File: src/rtl/morse_pkg.sv
// Shared types and default timing for the Morse letter front-end.
// Timing values are in Morse units; one unit is one clock.
package morse_pkg;

    typedef enum logic [1:0] {
        IDLE = 2'd0,
        MARK = 2'd1,
        GAP  = 2'd2,
        ERR  = 2'd3
    } morse_state_e;

    localparam logic ELEM_DOT  = 1'b0;
    localparam logic ELEM_DASH = 1'b1;

    localparam int DEF_MAX_ELEM   = 6;
    localparam int DEF_DASH_LEN   = 3;
    localparam int DEF_LETTER_GAP = 3;
    localparam int DEF_WORD_GAP   = 7;

endpackage

File: src/rtl/morse_letter_ctrl_if.sv
// Line input and letter/word/error outputs of the Morse letter controller.
// The master drives the line; the slave is the controller.
interface morse_letter_ctrl_if #(
    parameter int MAX_ELEM = 6
);
    localparam int LEN_W = $clog2(MAX_ELEM + 1);

    logic                in;
    logic                busy;
    logic                letter_valid;
    logic [LEN_W-1:0]    letter_len;
    logic [MAX_ELEM-1:0] letter_bits;
    logic                word_end;
    logic                err;

    modport master (
        output in,
        input  busy, letter_valid, letter_len, letter_bits, word_end, err
    );

    modport slave (
        input  in,
        output busy, letter_valid, letter_len, letter_bits, word_end, err
    );

endinterface

File: src/rtl/morse_run_cnt.sv
// Saturating run-length counter: counts while inc is high, clears on clr.
// One instance tracks marks, another tracks spaces.
module morse_run_cnt #(
    parameter  int SAT = 4,
    localparam int W   = $clog2(SAT + 1)
) (
    input  logic         clk,
    input  logic         rst,
    input  logic         inc,
    input  logic         clr,
    output logic [W-1:0] cnt
);

    always_ff @(posedge clk or posedge rst) begin
        if (rst) begin
            cnt <= '0;
        end else if (clr) begin
            cnt <= '0;
        end else if (inc && cnt != W'(SAT)) begin
            cnt <= cnt + 1'b1;
        end
    end

endmodule

File: src/rtl/morse_letter_ctrl.sv
// Morse sequencer: classifies mark/space runs into dots, dashes and gaps,
// assembles letters and reports letter, word-end and error pulses.
module morse_letter_ctrl
    import morse_pkg::*;
#(
    parameter int MAX_ELEM   = DEF_MAX_ELEM,
    parameter int DASH_LEN   = DEF_DASH_LEN,
    parameter int LETTER_GAP = DEF_LETTER_GAP,
    parameter int WORD_GAP   = DEF_WORD_GAP
) (
    input logic              clk,
    input logic              rst,
    morse_letter_ctrl_if.slave bus
);

    localparam int LEN_W = $clog2(MAX_ELEM + 1);
    localparam int MW    = $clog2(DASH_LEN + 2);
    localparam int SW    = $clog2(WORD_GAP + 1);

    localparam logic [1:0] ST_IDLE = IDLE;
    localparam logic [1:0] ST_MARK = MARK;
    localparam logic [1:0] ST_GAP  = GAP;
    localparam logic [1:0] ST_ERR  = ERR;

    logic [MW-1:0]       mark_cnt;
    logic [SW-1:0]       space_cnt;
    logic [1:0]          state_reg, state_next;
    logic [LEN_W-1:0]    elem_cnt_reg, elem_cnt_next;
    logic [MAX_ELEM-1:0] bits_reg, bits_next;
    logic                word_open_reg, word_open_next;
    logic                append, buf_clr, elem_sym;
    logic                busy_reg, busy_next;
    logic                letter_valid_reg, letter_valid_next;
    logic [LEN_W-1:0]    letter_len_reg, letter_len_next;
    logic [MAX_ELEM-1:0] letter_bits_reg, letter_bits_next;
    logic                word_end_reg, word_end_next;
    logic                err_reg, err_next;

    // Both counters run in every state; the FSM only interprets them.
    morse_run_cnt #(.SAT(DASH_LEN + 1)) u_mark_cnt (
        .clk (clk),
        .rst (rst),
        .inc (bus.in),
        .clr (~bus.in),
        .cnt (mark_cnt)
    );

    morse_run_cnt #(.SAT(WORD_GAP)) u_space_cnt (
        .clk (clk),
        .rst (rst),
        .inc (~bus.in),
        .clr (bus.in),
        .cnt (space_cnt)
    );

    assign elem_sym = (mark_cnt == MW'(DASH_LEN)) ? ELEM_DASH : ELEM_DOT;

    always_comb begin
        state_next     = state_reg;
        word_open_next = word_open_reg;
        append         = 1'b0;
        buf_clr        = 1'b0;
        err_next       = 1'b0;
        word_end_next  = 1'b0;
        letter_valid_next = 1'b0;
        case (state_reg)
            ST_IDLE: begin
                if (bus.in) begin
                    state_next = ST_MARK;
                end else if (word_open_reg && space_cnt == SW'(WORD_GAP - 1)) begin
                    word_end_next  = 1'b1;
                    word_open_next = 1'b0;
                end
            end
            ST_MARK: begin
                // Decisions use the count before this sample: "would reach" checks.
                if (bus.in) begin
                    if (mark_cnt == MW'(DASH_LEN)) begin
                        err_next   = 1'b1;
                        state_next = ST_ERR;
                        buf_clr    = 1'b1;
                    end
                end else if ((mark_cnt == MW'(1) || mark_cnt == MW'(DASH_LEN)) &&
                             elem_cnt_reg != LEN_W'(MAX_ELEM)) begin
                    append     = 1'b1;
                    state_next = ST_GAP;
                end else begin
                    err_next   = 1'b1;
                    state_next = ST_ERR;
                    buf_clr    = 1'b1;
                end
            end
            ST_GAP: begin
                if (bus.in) begin
                    state_next = ST_MARK;
                end else if (space_cnt == SW'(LETTER_GAP - 1)) begin
                    letter_valid_next = 1'b1;
                    word_open_next    = 1'b1;
                    buf_clr           = 1'b1;
                    state_next        = ST_IDLE;
                end
            end
            default: begin
                if (!bus.in && space_cnt == SW'(LETTER_GAP - 1)) begin
                    state_next = ST_IDLE;
                end
            end
        endcase
    end

    always_comb begin
        elem_cnt_next = elem_cnt_reg;
        if (buf_clr) begin
            elem_cnt_next = '0;
        end else if (append) begin
            elem_cnt_next = elem_cnt_reg + 1'b1;
        end
    end

    genvar gi;
    generate
        for (gi = 0; gi < MAX_ELEM; gi++) begin : g_buf
            assign bits_next[gi] = buf_clr ? 1'b0 :
                                   (append && elem_cnt_reg == LEN_W'(gi)) ? elem_sym :
                                   bits_reg[gi];
        end
    endgenerate

    assign busy_next        = (state_next == ST_MARK) || (state_next == ST_GAP);
    assign letter_len_next  = letter_valid_next ? elem_cnt_reg : '0;
    assign letter_bits_next = letter_valid_next ? bits_reg : '0;

    always_ff @(posedge clk or posedge rst) begin
        if (rst) begin
            state_reg        <= ST_IDLE;
            elem_cnt_reg     <= '0;
            bits_reg         <= '0;
            word_open_reg    <= 1'b0;
            busy_reg         <= 1'b0;
            letter_valid_reg <= 1'b0;
            letter_len_reg   <= '0;
            letter_bits_reg  <= '0;
            word_end_reg     <= 1'b0;
            err_reg          <= 1'b0;
        end else begin
            state_reg        <= state_next;
            elem_cnt_reg     <= elem_cnt_next;
            bits_reg         <= bits_next;
            word_open_reg    <= word_open_next;
            busy_reg         <= busy_next;
            letter_valid_reg <= letter_valid_next;
            letter_len_reg   <= letter_len_next;
            letter_bits_reg  <= letter_bits_next;
            word_end_reg     <= word_end_next;
            err_reg          <= err_next;
        end
    end

    assign bus.busy         = busy_reg;
    assign bus.letter_valid = letter_valid_reg;
    assign bus.letter_len   = letter_len_reg;
    assign bus.letter_bits  = letter_bits_reg;
    assign bus.word_end     = word_end_reg;
    assign bus.err          = err_reg;

endmodule

File: src/flat_wrapper.sv
// flat-port wrapper written by rule: the top's interface ports become plain ports
module morse_letter_ctrl_flat import morse_pkg::*;
#(
    parameter int MAX_ELEM   = DEF_MAX_ELEM,
    parameter int DASH_LEN   = DEF_DASH_LEN,
    parameter int LETTER_GAP = DEF_LETTER_GAP,
    parameter int WORD_GAP   = DEF_WORD_GAP
)
  (clk, rst, bus_in, bus_busy, bus_letter_valid, bus_letter_len, bus_letter_bits, bus_word_end, bus_err);
  morse_letter_ctrl_if #(.MAX_ELEM(MAX_ELEM)) bus_i ();
  input logic clk;
  input logic rst;
  input wire logic [$bits(bus_i.in)-1:0] bus_in;
  output wire logic [$bits(bus_i.busy)-1:0] bus_busy;
  output wire logic [$bits(bus_i.letter_valid)-1:0] bus_letter_valid;
  output wire logic [$bits(bus_i.letter_len)-1:0] bus_letter_len;
  output wire logic [$bits(bus_i.letter_bits)-1:0] bus_letter_bits;
  output wire logic [$bits(bus_i.word_end)-1:0] bus_word_end;
  output wire logic [$bits(bus_i.err)-1:0] bus_err;
  assign bus_i.in = bus_in;
  assign bus_busy = bus_i.busy;
  assign bus_letter_valid = bus_i.letter_valid;
  assign bus_letter_len = bus_i.letter_len;
  assign bus_letter_bits = bus_i.letter_bits;
  assign bus_word_end = bus_i.word_end;
  assign bus_err = bus_i.err;
  morse_letter_ctrl #(.MAX_ELEM(MAX_ELEM), .DASH_LEN(DASH_LEN), .LETTER_GAP(LETTER_GAP), .WORD_GAP(WORD_GAP)) u_core (.clk(clk), .rst(rst), .bus(bus_i));
endmodule
File: config.mk
export PLATFORM = sky130hd
export DESIGN_NAME = morse_letter_ctrl_flat
export DESIGN_NICKNAME = d
export VERILOG_FILES = /design/src/rtl/morse_pkg.sv /design/src/rtl/morse_letter_ctrl_if.sv /design/src/rtl/morse_run_cnt.sv /design/src/rtl/morse_letter_ctrl.sv /design/src/flat_wrapper.sv
export SDC_FILE = /design/constraint.sdc
export NUM_CORES = 1
export LEC_CHECK = 0
export CORE_MARGIN = 8
export CORE_UTILIZATION = 40
export DETAILED_ROUTE_END_ITERATION = 10
export PLACE_DENSITY = 0.63
export SLEW_MARGIN = 5
export SYNTH_ARGS = -nofsm -noshare
export SYNTH_HDL_FRONTEND = slang
export SYNTH_SLANG_ARGS = --single-unit
File: constraint.sdc
create_clock -name clk -period 5.4 [get_ports clk]
set_input_delay 1.35 -clock clk [delete_from_list [all_inputs] [get_ports clk]]
set_output_delay 1.35 -clock clk [all_outputs]
set_load 0.005 [all_outputs]
==> report_table.html <==
<table>
<tr><th>Metric</th><th>Value</th></tr>
<tr><th colspan="2">Setup path</th></tr>
<tr><td>R2r setup slk</td><td>3110 ps</td></tr>
<tr><td>Critical Path Fanout Max</td><td>12</td></tr>
<tr><td>Data required time at the worst endpoint</td><td>5550 ps</td></tr>
<tr><td>Sort of element at the start of the critical path</td><td>primary input</td></tr>
<tr><td>CP max stage delay</td><td>900 ps</td></tr>
<tr><td>Critical path's top delay family</td><td>simple AND/OR/NAND/NOR gates</td></tr>
<tr><td>Reg2reg start</td><td>u_core.u_mark_cnt.cnt[0]</td></tr>
<tr><td>Worst-path cell with the longest stage delay</td><td>sky130_fd_sc_hd__nor3b_1</td></tr>
<tr><td>Worst R2R Path Depth</td><td>7</td></tr>
<tr><td>CP cell instances</td><td>clkdlybuf4s50_1 &gt; nor3b_1 &gt; and2_1 &gt; o21a_1 &gt; nor2_1</td></tr>
<tr><td>Arrival time reported for the critical path endpoint</td><td>3520 ps</td></tr>
<tr><td>Critical path capture point type</td><td>register</td></tr>
<tr><td>Buffers &amp; Inverters on Critical Path</td><td>1</td></tr>
<tr><td>Endpoint of the lowest-slack register-to-register path</td><td>u_core.bits_reg[0]</td></tr>
<tr><td>Worst setup path category</td><td>in -&gt; reg</td></tr>
<tr><th colspan="2">Synthesis</th></tr>
<tr><td>Top cell type's share of synthesized area</td><td>50.41%</td></tr>
<tr><td>Post-synthesis average cell area</td><td>10.69 µm²</td></tr>
<tr><td>Post-synthesis instance area</td><td>approximately 1500 µm²</td></tr>
<tr><td>Synthesized netlist cell count</td><td>144</td></tr>
<tr><td>Synth warn</td><td>0</td></tr>
<tr><td>Biggest area contributors in the synthesized netlist</td><td>sky130_fd_sc_hd__dfrtp_1 (50%), sky130_fd_sc_hd__ha_1 (13%), sky130_fd_sc_hd__nor2_1 (4.1%)</td></tr>
<tr><td>Number of unique standard cell types used by synthesis</td><td>29</td></tr>
<tr><td>Sequential cell area fraction in the yosys report</td><td>about half</td></tr>
<tr><td>Area leader, netlist</td><td>sky130_fd_sc_hd__dfrtp_1</td></tr>
<tr><td>Post-Syn Nets</td><td>163</td></tr>
<tr><td>Synthesis-stage register bit count</td><td>31</td></tr>
<tr><th colspan="2">Timing</th></tr>
<tr><td>Final worst path period share</td><td>62.44%</td></tr>
<tr><td>Worst-case headroom to the max-slew limit</td><td>23.08%</td></tr>
<tr><td>Setup Viol. Count Final</td><td>0</td></tr>
<tr><td>Number of endpoints with negative hold slack in the final report</td><td>0</td></tr>
<tr><td>Worst clock skew on the final layout</td><td>between 8 and 9 ps</td></tr>
<tr><td>Unrepaired setup endpoints after global routing</td><td>false</td></tr>
<tr><td>Setup TNS after final layout</td><td>0 ps</td></tr>
<tr><td>Highest achievable clock rate</td><td>296.6 MHz</td></tr>
<tr><td>Worst hold margin</td><td>510.3 ps</td></tr>
<tr><td>Final-report max-slew violation count</td><td>0</td></tr>
<tr><td>Final critical-path required period</td><td>between 3000 and 4000 ps</td></tr>
<tr><td>Actual transition at the worst max-transition pin</td><td>~1200 ps</td></tr>
<tr><th colspan="2">Routing</th></tr>
<tr><td>Remaining number of nets flagged by the antenna check after routing</td><td>0</td></tr>
<tr><td>Vias per Instance</td><td>4.952</td></tr>
<tr><td>Count of TritonRoute iterations in the first routing pass</td><td>4</td></tr>
<tr><td>Count of vias placed by the detailed router</td><td>1,040</td></tr>
<tr><td>Number of DRC violations after detailed routing</td><td>0</td></tr>
<tr><td>Post-detailed-route wirelength per cell</td><td>between 10 and 15 µm</td></tr>
<tr><td>DR iter-0 viols</td><td>37</td></tr>
<tr><td>Wirelength, routed</td><td>2.787 mm</td></tr>
<tr><th colspan="2">Global route</th></tr>
<tr><td>Number of global-route vias before repair</td><td>997</td></tr>
<tr><td>First-pass GRT wire length</td><td>4.595 mm</td></tr>
<tr><td>Number of antenna violations at the first check in global routing</td><td>0</td></tr>
<tr><td>Total track usage</td><td>9.510%</td></tr>
<tr><td>Pin count of the biggest net entering global routing</td><td>32</td></tr>
<tr><td>Overflow left after global routing</td><td>0</td></tr>
<tr><th colspan="2">Pwr</th></tr>
<tr><td>Maximum resistive drop on vdd</td><td>between 0.2 and 0.25 mV</td></tr>
<tr><td>Power density relative to cell area</td><td>~430 nW/µm²</td></tr>
<tr><td>Leakage power</td><td>0.9214 nW</td></tr>
<tr><th colspan="2">CTS</th></tr>
<tr><td>Hold bufs inserted after CTS</td><td>0</td></tr>
<tr><td>Clk Tree Root Cell</td><td>sky130_fd_sc_hd__clkbuf_8</td></tr>
<tr><td>TritonCTS Buffers</td><td>5</td></tr>
<tr><td>Number of sinks handled by clock tree synthesis</td><td>31</td></tr>
<tr><td>Maximum level of the CTS H-tree</td><td>2</td></tr>
<tr><td>Buffer count from post-CTS setup fixing</td><td>0</td></tr>
<tr><td>Buffer depth of the longest clock path</td><td>2</td></tr>
<tr><td>Skew-Pair Late Insertion Delay</td><td>280 ps</td></tr>
<tr><td>CTS tree</td><td>built</td></tr>
<tr><td>Clock transition at path regs</td><td>60 ps</td></tr>
<tr><td>Gates resized, CTS repair</td><td>0</td></tr>
<tr><th colspan="2">Floorplan</th></tr>
<tr><td>Die boundary width</td><td>slightly below 80 µm</td></tr>
<tr><td>Number of placement rows</td><td>22</td></tr>
<tr><td>Die height</td><td>78.03 µm</td></tr>
<tr><td>Initial core utilization</td><td>a little over two fifths</td></tr>
<tr><td>Core Box Area</td><td>3689 µm²</td></tr>
<tr><td>Die area</td><td>6088 µm²</td></tr>
<tr><td>Count of boundary I/O pins</td><td>16</td></tr>
<tr><th colspan="2">Final layout</th></tr>
<tr><td>Number of antenna diodes</td><td>0</td></tr>
<tr><td>Area growth from synthesis to layout</td><td>18.78%</td></tr>
<tr><td>Count of nets after finishing</td><td>180</td></tr>
<tr><td>Share of final-layout standard cells stronger than drive strength 1</td><td>between 7 and 8%</td></tr>
<tr><th colspan="2">Place</th></tr>
<tr><td>Total half-perimeter wirelength after legalization and detailed placement</td><td>~2.1 mm</td></tr>
<tr><td>RePlAce Congestion</td><td>0.8380</td></tr>
<tr><td>Count of buffers inserted at the top-level ports</td><td>15</td></tr>
<tr><th colspan="2">Min path</th></tr>
<tr><td>Min-Delay Path Class</td><td>reg -&gt; reg</td></tr>
<tr><td>Hold Path Sink</td><td>u_core.bus.word_end</td></tr>
<tr><td>Hold path start</td><td>u_core.word_open_reg</td></tr>
<tr><td>Cell depth of the worst min-delay path</td><td>2</td></tr>
<tr><th colspan="2">Job</th></tr>
<tr><td>MaxCap Viol Count</td><td>0</td></tr>
<tr><th colspan="2">Status</th></tr>
<tr><td>Run status</td><td>finished clean</td></tr>
</table>
==> power breakdown <==
part | leakage (nW) | internal, W | switching, W
sequential | 0.413 | 0.000272 | 0.0000384
combinational | 0.447 | 0.000105 | 0.000149
clock | 0.0612 | 0.000149 | 0.0000820
==> how the worst max path moves through the flow <==
stage	from	endpoint	slack (ps)	depth (start not counted)
CTS	bus_in	u_core.bits_reg[1]	2050	5
finish	bus_in	u_core.bits_reg[1]	2030	5
global route	bus_in	u_core.bits_reg[1]	1820	5
floorplan	bus_in	u_core.bus.busy	2980	6
detailed placement	bus_in	u_core.bits_reg[1]	1760	5
global placement	bus_in	u_core.elem_cnt_reg[1]	1910	5
==> per-layer routing <==
metal | share of wire (%) | track usage (%) | vias to the layer above
met1 | 45 | 10.48 | 493
li1 | - | - | 512
met5 | 0 | 0 | -
met3 | 7.2 | 4.328 | 6
met4 | 1.9 | 4.444 | 0
met2 | 46 | 15.37 | 29
==> cell type report <==
cell class,count,area [µm²]
Clock buffer,6,82.58
Multi-Input combinational cell,95,675.6
Fill cell,356,1861
Tap cell,48,60.06
Clock inverter,2,35.03
Timing Repair Buffer,15,150.1
Sequential cell,31,775.7
Inverter,13,48.80
==> kinds of logic (layout without fill, tap and decap cells) <==
kind of cell / after synthesis / count (layout) / synth area share [%]
AND/OR/NAND/NOR: 50 / 50 / 15.77
flip-flops: 31 / 31 / 50.41
AO/OA/AOI/OAI: 19 / 19 / 8.943
buffers and inverters: 18 / 36 / 5.690
adder cells (fa/ha/maj): 16 / 16 / 13.01
multiplexers: 6 / 6 / 3.903
XOR/XNOR: 4 / 4 / 2.277
==> metrics by stage <==
stage	util (%)	power (W)	instance area, µm²	worst slack (ps)	instances
detailed placement	46.37	0.0005645	1710	1759	202
global route	49.56	0.0008472	1828	1820	210
CTS	49.56	0.0008012	1828	2045	210
floorplan	-	0.0005014	1539	2979	144
global placement	46.37	0.0005527	1710	1912	202
finish	49.56	0.0007949	1828	2028	210
==> cell usage after synthesis <==
cell type	count
sky130_fd_sc_hd__a31oi_1	2
sky130_fd_sc_hd__and2_1	1
sky130_fd_sc_hd__xnor2_1	2
sky130_fd_sc_hd__buf_4	1
sky130_fd_sc_hd__and3_1	9
sky130_fd_sc_hd__nand2_1	9
sky130_fd_sc_hd__nand2b_1	2
sky130_fd_sc_hd__inv_2	1
sky130_fd_sc_hd__mux2i_1	6
sky130_fd_sc_hd__or2b_1	1
sky130_fd_sc_hd__o22ai_1	2
sky130_fd_sc_hd__ha_1	16
sky130_fd_sc_hd__o21a_1	1
sky130_fd_sc_hd__clkbuf_2	1
sky130_fd_sc_hd__clkbuf_1	1
sky130_fd_sc_hd__a2111oi_0	1
sky130_fd_sc_hd__nand3_1	7
sky130_fd_sc_hd__xor2_1	2
sky130_fd_sc_hd__nor3b_1	2
sky130_fd_sc_hd__a211oi_2	1
sky130_fd_sc_hd__buf_6	2
sky130_fd_sc_hd__nor2_1	17
sky130_fd_sc_hd__nor2b_1	2
sky130_fd_sc_hd__a221oi_2	2
sky130_fd_sc_hd__o21ai_0	4
sky130_fd_sc_hd__o31a_1	1
sky130_fd_sc_hd__dfrtp_1	31
sky130_fd_sc_hd__a21oi_1	5
sky130_fd_sc_hd__inv_1	12
==> worst min-delay path, cell delays in order (launching register included) <==
cell and delay, ps:
sky130_fd_sc_hd__dfrtp_1 390, sky130_fd_sc_hd__nand2_1 60, sky130_fd_sc_hd__nor2_1 30
==> layout by cell type (no fill, tap or decap), types with 2 or more instances in the layout <==
cell type	n
sky130_fd_sc_hd__ha_1	16
sky130_fd_sc_hd__nor2b_1	2
sky130_fd_sc_hd__xor2_1	2
sky130_fd_sc_hd__and3_1	9
sky130_fd_sc_hd__nor3b_1	2
sky130_fd_sc_hd__clkdlybuf4s50_1	15
sky130_fd_sc_hd__a221oi_2	2
sky130_fd_sc_hd__inv_1	12
sky130_fd_sc_hd__a31oi_1	2
sky130_fd_sc_hd__nand2_1	9
sky130_fd_sc_hd__o22ai_1	2
sky130_fd_sc_hd__dfrtp_1	31
sky130_fd_sc_hd__xnor2_1	2
sky130_fd_sc_hd__a21oi_1	5
sky130_fd_sc_hd__nand2b_1	2
sky130_fd_sc_hd__nor2_1	17
sky130_fd_sc_hd__clkbuf_8	6
sky130_fd_sc_hd__mux2i_1	6
sky130_fd_sc_hd__o21ai_0	4
sky130_fd_sc_hd__nand3_1	7
No activity file was read; power rests on OpenSTA's default activity.
